`src/rtl/sweep_pkg.sv`:
```
// Shared types and constants for the swept-divider generator.
// Optional feature macro: SWEEP_TRIANGLE_EN (triangle sweep in continuous mode).
package sweep_pkg;

  typedef enum logic [1:0] {
    IDLE  = 2'd0,
    SWEEP = 2'd1,
    DONE  = 2'd2
  } state_e;

  typedef enum logic {
    DIR_UP   = 1'b0,
    DIR_DOWN = 1'b1
  } dir_e;

  localparam int DIV_MIN  = 1;
  localparam int DUTY_MIN = 1;

endpackage

```
`src/rtl/sweep_dwell_timer.sv`:
```
// Dwell timer: counts divider-long periods and pulses expire in the last
// cycle of the dwell-th period after a load.
module sweep_dwell_timer
  import sweep_pkg::*;
#(
  parameter int WIDTH = 32
) (
  input  logic             clk,
  input  logic             reset,
  input  logic             load,
  input  logic             en,
  input  logic [WIDTH-1:0] divider,
  input  logic [WIDTH-1:0] dwell,
  output logic             expire
);

  logic [WIDTH-1:0] r_div;
  logic [WIDTH-1:0] r_dwell;
  logic [WIDTH-1:0] r_cycle_cnt;
  logic [WIDTH-1:0] r_period_cnt;
  logic             w_period_end;
  logic             w_last_period;

  assign w_period_end  = (r_cycle_cnt == r_div - WIDTH'(1));
  assign w_last_period = (r_period_cnt == r_dwell - WIDTH'(1));
  assign expire        = en & w_period_end & w_last_period;

  // Load wins over counting so a restart never inherits a stale count.
  always_ff @(posedge clk or negedge reset) begin
    if (!reset) begin
      r_div        <= WIDTH'(DIV_MIN);
      r_dwell      <= WIDTH'(DIV_MIN);
      r_cycle_cnt  <= '0;
      r_period_cnt <= '0;
    end else if (load) begin
      r_div        <= divider;
      r_dwell      <= dwell;
      r_cycle_cnt  <= '0;
      r_period_cnt <= '0;
    end else if (en) begin
      if (w_period_end) begin
        r_cycle_cnt  <= '0;
        r_period_cnt <= w_last_period ? '0 : r_period_cnt + WIDTH'(1);
      end else begin
        r_cycle_cnt  <= r_cycle_cnt + WIDTH'(1);
      end
    end
  end

endmodule

```
`src/rtl/sweep_divider_gen.sv`:
```
// Swept pulse-divider generator: steps divider from start to stop on trigger,
// holding each step for dwell periods. Optional macro: SWEEP_TRIANGLE_EN.
module sweep_divider_gen
  import sweep_pkg::*;
#(
  parameter int WIDTH     = 32,
  parameter int FRAC_BITS = 8
) (
  input  logic               clk,
  input  logic               reset,
  input  logic               trig,
  input  logic [WIDTH-1:0]   start_div,
  input  logic [WIDTH-1:0]   stop_div,
  input  logic [WIDTH-1:0]   step_size,
  input  logic [WIDTH-1:0]   dwell,
  input  logic [FRAC_BITS:0] duty_frac,
  input  logic               continuous,
  output logic [WIDTH-1:0]   divider,
  output logic [WIDTH-1:0]   duty,
  output logic               step_strobe,
  output logic               sweep_active,
  output logic               done
);

  function automatic logic [WIDTH-1:0] guard_zero(input logic [WIDTH-1:0] v);
    return (v == '0) ? WIDTH'(DIV_MIN) : v;
  endfunction

  // One step toward target, clamped to target on overshoot or wrap.
  function automatic logic [WIDTH-1:0] step_toward(
    input logic [WIDTH-1:0] cur,
    input logic [WIDTH-1:0] step,
    input logic [WIDTH-1:0] target,
    input dir_e             dir
  );
    logic [WIDTH:0] ext;
    if (dir == DIR_UP) begin
      ext = {1'b0, cur} + {1'b0, step};
      return (ext[WIDTH] || (ext[WIDTH-1:0] > target)) ? target : ext[WIDTH-1:0];
    end else begin
      ext = {1'b0, cur} - {1'b0, step};
      return (ext[WIDTH] || (ext[WIDTH-1:0] < target)) ? target : ext[WIDTH-1:0];
    end
  endfunction

  function automatic logic [WIDTH-1:0] duty_of(
    input logic [WIDTH-1:0]   d,
    input logic [FRAC_BITS:0] frac
  );
    logic [2*WIDTH-1:0] prod;
    prod = {{WIDTH{1'b0}}, d} * {{(2*WIDTH-FRAC_BITS-1){1'b0}}, frac};
    prod = prod >> FRAC_BITS;
    if (prod < (2*WIDTH)'(DUTY_MIN))
      return WIDTH'(DUTY_MIN);
    else if (prod > {{WIDTH{1'b0}}, d})
      return d;
    else
      return prod[WIDTH-1:0];
  endfunction

  state_e             r_state, w_state_next;
  dir_e               r_dir, w_dir_next;
  logic               r_trig_q, r_trig_edge;
  logic [WIDTH-1:0]   r_start, w_start_next;
  logic [WIDTH-1:0]   r_stop, w_stop_next;
  logic [WIDTH-1:0]   r_step, w_step_next;
  logic [WIDTH-1:0]   r_dwell, w_dwell_next;
  logic [FRAC_BITS:0] r_frac, w_frac_next;
  logic               r_cont, w_cont_next;
  logic [WIDTH-1:0]   r_divider, w_divider_next;
  logic [WIDTH-1:0]   r_duty, w_duty_next;
  logic               r_strobe, w_strobe_next;
  logic               w_load;
  logic               w_expire;
  logic [WIDTH-1:0]   w_start_g, w_stop_g;
  logic [WIDTH-1:0]   w_step_fwd;
`ifdef SWEEP_TRIANGLE_EN
  dir_e               w_dir_rev;
  logic [WIDTH-1:0]   w_step_rev;
`endif

  assign w_start_g  = guard_zero(start_div);
  assign w_stop_g   = guard_zero(stop_div);
  assign w_step_fwd = step_toward(r_divider, r_step, r_stop, r_dir);
`ifdef SWEEP_TRIANGLE_EN
  // On the turnaround the old start becomes the new target.
  assign w_dir_rev  = (r_dir == DIR_UP) ? DIR_DOWN : DIR_UP;
  assign w_step_rev = step_toward(r_divider, r_step, r_start, w_dir_rev);
`endif

  sweep_dwell_timer #(.WIDTH(WIDTH)) u_timer (
    .clk     (clk),
    .reset   (reset),
    .load    (w_load),
    .en      (r_state == SWEEP),
    .divider (w_divider_next),
    .dwell   (w_dwell_next),
    .expire  (w_expire)
  );

  always_comb begin
    w_state_next   = r_state;
    w_dir_next     = r_dir;
    w_start_next   = r_start;
    w_stop_next    = r_stop;
    w_step_next    = r_step;
    w_dwell_next   = r_dwell;
    w_frac_next    = r_frac;
    w_cont_next    = r_cont;
    w_divider_next = r_divider;
    w_duty_next    = r_duty;
    w_strobe_next  = 1'b0;
    w_load         = 1'b0;

    if (r_trig_edge) begin
      // A trigger restarts from any state with freshly latched config.
      w_start_next   = w_start_g;
      w_stop_next    = w_stop_g;
      w_step_next    = guard_zero(step_size);
      w_dwell_next   = guard_zero(dwell);
      w_frac_next    = duty_frac;
      w_cont_next    = continuous;
      w_dir_next     = (w_stop_g >= w_start_g) ? DIR_UP : DIR_DOWN;
      w_divider_next = w_start_g;
      w_duty_next    = duty_of(w_start_g, duty_frac);
      w_strobe_next  = 1'b1;
      w_load         = 1'b1;
      w_state_next   = SWEEP;
    end else if ((r_state == SWEEP) && w_expire) begin
      if (r_divider == r_stop) begin
        if (r_cont) begin
`ifdef SWEEP_TRIANGLE_EN
          w_start_next   = r_stop;
          w_stop_next    = r_start;
          w_dir_next     = w_dir_rev;
          w_divider_next = w_step_rev;
`else
          w_divider_next = r_start;
`endif
          w_duty_next    = duty_of(w_divider_next, r_frac);
          w_strobe_next  = 1'b1;
          w_load         = 1'b1;
        end else begin
          w_state_next   = DONE;
        end
      end else begin
        w_divider_next = w_step_fwd;
        w_duty_next    = duty_of(w_step_fwd, r_frac);
        w_strobe_next  = 1'b1;
        w_load         = 1'b1;
      end
    end
  end

  always_ff @(posedge clk or negedge reset) begin
    if (!reset) begin
      r_state     <= IDLE;
      r_dir       <= DIR_UP;
      r_trig_q    <= 1'b0;
      r_trig_edge <= 1'b0;
      r_start     <= WIDTH'(DIV_MIN);
      r_stop      <= WIDTH'(DIV_MIN);
      r_step      <= WIDTH'(DIV_MIN);
      r_dwell     <= WIDTH'(DIV_MIN);
      r_frac      <= '0;
      r_cont      <= 1'b0;
      r_divider   <= WIDTH'(DIV_MIN);
      r_duty      <= WIDTH'(DUTY_MIN);
      r_strobe    <= 1'b0;
    end else begin
      r_state     <= w_state_next;
      r_dir       <= w_dir_next;
      r_trig_q    <= trig;
      r_trig_edge <= trig & ~r_trig_q;
      r_start     <= w_start_next;
      r_stop      <= w_stop_next;
      r_step      <= w_step_next;
      r_dwell     <= w_dwell_next;
      r_frac      <= w_frac_next;
      r_cont      <= w_cont_next;
      r_divider   <= w_divider_next;
      r_duty      <= w_duty_next;
      r_strobe    <= w_strobe_next;
    end
  end

  assign divider      = r_divider;
  assign duty         = r_duty;
  assign step_strobe  = r_strobe;
  assign sweep_active = (r_state == SWEEP);
  assign done         = (r_state == DONE);

endmodule
```
`config.mk`:
```
export PLATFORM = sky130hd
export DESIGN_NAME = sweep_divider_gen
export DESIGN_NICKNAME = d
export VERILOG_FILES = /design/src/rtl/sweep_pkg.sv /design/src/rtl/sweep_dwell_timer.sv /design/src/rtl/sweep_divider_gen.sv
export SDC_FILE = /design/constraint.sdc
export NUM_CORES = 2
export LEC_CHECK = 0
export ABC_CLOCK_PERIOD_IN_PS = 23500
export BUFFER_PORTS_ARGS = -buffer_cell sky130_fd_sc_hd__buf_2
export CORE_MARGIN = 1
export CORE_UTILIZATION = 31
export DETAILED_ROUTE_END_ITERATION = 6
export PLACE_DENSITY = 0.43
export SLEW_MARGIN = 20
export SYNTH_ARGS = -nofsm -noshare
export SYNTH_HDL_FRONTEND = slang
export SYNTH_HIERARCHICAL = 1
export SYNTH_SLANG_ARGS = --single-unit
```
`constraint.sdc`:
```
create_clock -name clk -period 23.5 [get_ports clk]
set_input_delay 4.7 -clock clk [delete_from_list [all_inputs] [get_ports clk]]
set_output_delay 4.7 -clock clk [all_outputs]
set_load 0.03 [all_outputs]
```
* Word level (Yosys, flattened, before mapping)
Cells that the tools add are included.
Storage, ports and cells: register bits after elaboration 336, latch bits 0, bits in writable memories 0, ROM bits 0, output and inout bits 67, word-level logic and storage cells 98, memories 0
Cells by class: add/subtract/negate cells 6, $mul 3, divide/modulo/power cells 0, magnitude comparators 9, equality and inequality tests 7, shift-type cells 0, mux-type cells 38, bitwise logic cells 4, reduce and logical (&&, ||, !) cells 14
Operators with widths (count):
- 32-bit two-way mux | 29
- 32-bit zero test | 4
- 32-bit by 9-bit multiplier with 41-bit output | 3
- 33-bit by 32-bit greater-than comparator with 1-bit output | 3
- 33-bit by 1-bit less-than comparator with 1-bit output (second input constant) | 3
- 32-bit == test | 3
- 32-bit by 1-bit adder with 32-bit output (second input constant) | 2
- 32-bit by 1-bit subtractor with 32-bit output (second input constant) | 2
- 32-bit by 32-bit adder with 33-bit output | 1
- 32-bit by 32-bit subtractor with 33-bit output | 1
- 32-bit greater-or-equal comparator | 1
- 32-bit greater-than comparator | 1
- 32-bit less-than comparator | 1
- 2-bit two-way mux | 4
- 2-bit nonzero test | 4
- 1-bit two-way mux | 5
- 2-bit AND reduction | 2
- 1-bit AND | 3
- 3-bit inequality test (second input constant) | 1
- 3-bit AND reduction | 1
- 2-bit by 1-bit == test with 1-bit output (second input constant) | 1
- 2-bit == test (second input constant) | 1
- 1-bit logical OR | 2
- 2-bit inequality test (second input constant) | 1
- 2 further kinds | 2

* Logic depth before layout (Yosys ltp)
depth in word-level cells 12, depth in mapped cells 64

* By module
The synthesis kept the hierarchy.
By module, submodules not included:
- sweep_divider_gen | times used 1, cells each 5500, area each 45292.2 sq um
- sweep_dwell_timer | times used 1, cells each 919, area each 8499.4 sq um

* Worst setup path before layout
No wires, ideal clock.
path kind register to register, start register r_divider[8] (netlist: divider[8]), end register r_duty[29] (netlist: duty[29]), library setup time 82 ps, arrival 12859 ps, data required time 23418 ps, path slack 10559 ps, stages on the path, launching flop included 59, path buffers 6, clock period less this slack 12941 ps, cells stage by stage dfrtp_1 -> ha_1 -> clkbuf_1 -> nor2b_1 -> a2111o_1 -> o22ai_1 -> a211oi_1 -> o41ai_1 -> a2111oi_0 -> o21ai_0 -> a31oi_1 -> a21oi_1 -> xor2_1 -> ha_1 -> nand4_1 -> nor4_1 -> a211oi_1 -> nand3_1 -> [23 not listed] -> a2111oi_0 -> nor3_1 -> ha_1 -> a21o_1 -> a21o_1 -> a21oi_1 -> nor2_1 -> a211oi_1 -> o21ai_0 -> a21oi_1 -> nor2b_1 -> o31ai_1 -> a22oi_1 -> nor3_1 -> buf_2 -> a21oi_1 -> or3_1 -> a31oi_1
Between the ends: cells in the longest elaborated chain, start to end 12
Ends and longest elaborated chain:
- from (decl) | line sweep_divider_gen.sv:70 | logic [WIDTH-1:0] r_divider, w_divider_next;
- from (signal assigned) | line sweep_divider_gen.sv:167 | r_divider <= WIDTH'(DIV_MIN);
- from (signal assigned) | line sweep_divider_gen.sv:181 | r_divider <= w_divider_next;
- 32-bit by 32-bit adder with 33-bit output / 32-bit by 32-bit subtractor with 33-bit output (equally long branches) | line sweep_divider_gen.sv:38, sweep_divider_gen.sv:41
- 32-bit greater-than comparator / 32-bit less-than comparator (equally long branches) | line sweep_divider_gen.sv:39, sweep_divider_gen.sv:42
- 1-bit logical OR, on equally long branches | line sweep_divider_gen.sv:39, sweep_divider_gen.sv:42
- 32-bit two-way mux, on equally long branches | line sweep_divider_gen.sv:39, sweep_divider_gen.sv:42
- 32-bit two-way mux | line sweep_divider_gen.sv:37 | if (dir == DIR_UP) begin
- 32-bit by 9-bit multiplier with 41-bit output | line sweep_divider_gen.sv:51 | prod = {{WIDTH{1'b0}}, d} * {{(2*WIDTH-FRAC_BITS-1){1'b0}}, frac};
- 33-bit by 32-bit greater-than comparator with 1-bit output | line sweep_divider_gen.sv:55 | else if (prod > {{WIDTH{1'b0}}, d})
- 32-bit two-way mux | line sweep_divider_gen.sv:55
- 32-bit two-way mux | line sweep_divider_gen.sv:53 | if (prod < (2*WIDTH)'(DUTY_MIN))
- 32-bit two-way mux | line sweep_divider_gen.sv:130 | if (r_divider == r_stop) begin
- 32-bit two-way mux | line sweep_divider_gen.sv:129 | end else if ((r_state == SWEEP) && w_expire) begin
- 32-bit two-way mux | line sweep_divider_gen.sv:115 | if (r_trig_edge) begin
- to (signal assigned) | line sweep_divider_gen.sv:168 | r_duty <= WIDTH'(DUTY_MIN);
- to (signal assigned) | line sweep_divider_gen.sv:182 | r_duty <= w_duty_next;
- to (decl) | line sweep_divider_gen.sv:71 | logic [WIDTH-1:0] r_duty, w_duty_next;
Parallel ways exist; a longest one is shown, timed or not. The select of a mux whose other input is x is not followed. A chain may end at the register's enable or synchronous reset.

* Worst setup path after layout
start register r_divider[1] (netlist: divider[1]), end register r_duty[29] (netlist: duty[29])
Same word-level chain as after synthesis.

==> out/qor.txt <==
Crit. Startpoint -> divider[1]
critical path launch point type -> flop
Crit path depth -> 57
Synth Flop Type -> dfrtp_1
min cycle time layout -> 15610 ps
kind of cell adding the most delay to the critical path -> compound AO/OA/AOI/OAI gates
Max-slew headroom -> 26.5%
post-CTS setup buffer count -> 0
setup total negative slack -> 0 ps
Die Ht -> 419 microns
share of cells above drive strength 1 -> 9.35%
Synth Area per Inst -> 8.38 sq um
max cap viols -> 0
RSZ-0062 raised after global routing -> no
reg2reg setup slack -> 7890 ps
crit-path max FO -> 41
worst min path class -> flop to flop
H-tree Lvls -> 2
post-route ant nets -> 0
period utilization -> 66.4%
core footprint -> 0.172 sq mm
Netlist cell types -> 110
DR WL/cell -> 24.4 microns
CTS Hold Bufs -> 0
Max Slew Vio Count -> 0
Synth-to-Final Area Change -> 9.08%
Initial DRT Pass Iterations -> 7
grt total ovfl -> 0
Root Driver -> clkbuf_16
vias in the first global route -> 47098
HP Start -> r_trig_q
Worst setup endpoint -> duty[29]
initial antenna violation count -> 24
Hold Path Depth -> 1
CP endpoint kind -> flop
largest area contributor in the netlist -> fa_1
DRT Wirelength -> 213 mm
drt via density -> 5.28
Critical Path RT -> 24040 ps
clock latency on the worst-skew pair -> 660 ps
achievable clock frequency -> 64.1 MHz
Tightest Pin Transition -> 1100 ps
Clock Path Buffers -> 3
PortBufs -> 207
post-CTS sizing -> 0
Yosys warning total -> 6
IO Pins -> 208
CTS tree -> built
Initial Util -> 31.3%
Data arrival, critical path -> 16150 ps
Finish-stage setup viols -> 0
clk sinks -> 336
register area share after synthesis -> 15.6%
largest net degree at the start of global routing -> 153
Yosys top cell area share -> 23.5%
Post-DP HPWL -> 169 mm
clock-pin slew on the worst setup and hold paths -> 50 ps
CTS Buf Count -> 47
Final Skew -> 37.0 ps
worst r2r path cells -> 57
Reg-to-Reg Start -> divider[1]
Slowest cell on crit path -> a2111oi_0
fin nets -> 7568
Placer Congestion -> 0.939
Die ar. -> 0.175 sq mm
first-pass GRT wire length -> 318 mm
Fillers -> 18260
number of synthesized flops with an enable pin -> 0
status -> finished with violations
FF+latch count, synth -> 336
CP Buf/Inv Count -> 8
failing checks -> DRC
crit-path max cell delay -> 800 ps
DRC viols -> 3
main area contributors after synthesis -> fa_1 (24%), dfrtp_1 (15%), ha_1 (10%), inv_1 (5.7%), nand2_1 (5.5%)
RR Endpoint -> duty[29]
synthesized instance count -> 6419
Die Wd -> 419 microns
fraction of registers with async set/reset -> 100%
1st-iter DRT viols -> 3219
# rows -> 152
Total GRT Usage -> 24.3%
final hold vios -> 0
vias after detailed routing -> 46049
Mapped Nets -> 7622
Setup CP Type -> flop to flop
synthesized cell area -> 0.0538 sq mm
[cells in the mapped netlist (all sizes together), types with 13 or more instances]
master   number
inv         820
nand2       788
fa          632
ha          430
clkbuf      360
and2        357
o21ai       349
dfrtp       328
nor2        317
a21oi       301
xnor2       151
a21o        128
xor2        127
nand3       106
mux2        105
nand4        95
nor3         95
nor4         94
nor2b        74
mux2i        68
a31oi        62
or3          54
nand2b       44
buf          37
and3         34
or4          34
o21bai       33
o21a         30
a211oi       26
or2          26
o31ai        25
a221oi       20
and4         16
o211a        15
a2bb2oi      14
o31a         13
[through the flow]
stage	cells	hold slack [ps]	utilization, %	setup slack, ps	instance area, sq um
after floorplan	6419	378	-	10560	53800
after global placement	8626	384	33.2	8360	57000
after detailed placement	8626	379	33.2	8160	57000
after CTS	8713	386	34.1	8080	58600
after global routing	8716	393	34.1	6930	58700
final	8723	386	34.1	7890	58700
[worst min-delay path by stage]
stage | end | slack [ps]
6_report | r_trig_edge | 390
4_1_cts | r_trig_edge | 390
3_5_place_dp | r_trig_edge | 380
5_1_grt | r_trig_edge | 390
3_3_place_gp | r_trig_edge | 380
2_1_floorplan | r_trig_edge | 380
[cell type report]
| type | count | area [sq um] | area share [%] |
|---|---|---|---|
| Multi-Input combinational cell | 4865 | 40900 | 69.7 |
| Sequential cell | 336 | 8430 | 14.4 |
| Inverter | 821 | 3090 | 5.26 |
| Tap cell | 2310 | 2890 | 4.93 |
| Timing Repair Buffer | 294 | 1720 | 2.94 |
| Clock buffer | 61 | 1330 | 2.27 |
| Clock inverter | 26 | 304 | 0.518 |
| Antenna cell | 10 | 25.0 | 0.0426 |
[placed cells by master, fill, tap and decap left out, types with 128 or more instances in the layout]
master and count:
dfrtp_1 318, ha_1 430, o21ai_0 335, buf_2 206
xnor2_1 151, nand2_1 787, a21oi_1 299, and2_1 356
a21o_1 128, fa_1 632, nor2_1 312, inv_1 816
[sequential cells by signal, summed over array words and instances (netlist names), 32 cells and up]
name                  flops
u_timer/r_period_cnt     32
u_timer/r_div            32
r_stop                   32
r_start                  32
divider                  32
r_step                   32
r_dwell                  32
u_timer/r_dwell          32
duty                     32
u_timer/r_cycle_cnt      32
[worst register-to-register path: cells and delay by family (launching register included)]
| family | cells | cell delay, ps |
|---|---|---|
| flops | 1 | 490 |
| simple gates | 11 | 2530 |
| mux | 1 | 580 |
| xor+xnor | 1 | 150 |
| fa+ha+maj | 8 | 3450 |
| compound gates | 28 | 6630 |
| buf+inv | 8 | 1670 |
[cell families after synthesis]
logic type	synth area share [%]
xor gates and xnor gates	4.53
buffers and inverters	8.62
AOI/OAI and AO/OA	13.9
muxes	3.47
and+or+nand+nor	20.3
adders and majority gates	33.5
DFF	15.6
[metal layers]
layer	GRT usage [%]	up-vias	routed length [microns]
met5	0	-	160
met4	8.20	22	8470
met1	31.6	23376	92400
met3	3.59	283	10600
li1	-	21214	-
met2	40.9	1154	101000
Power is left out: the tool's default activity adds up to more than one toggle a clock period on the data nets, which glitch-free logic cannot reach.
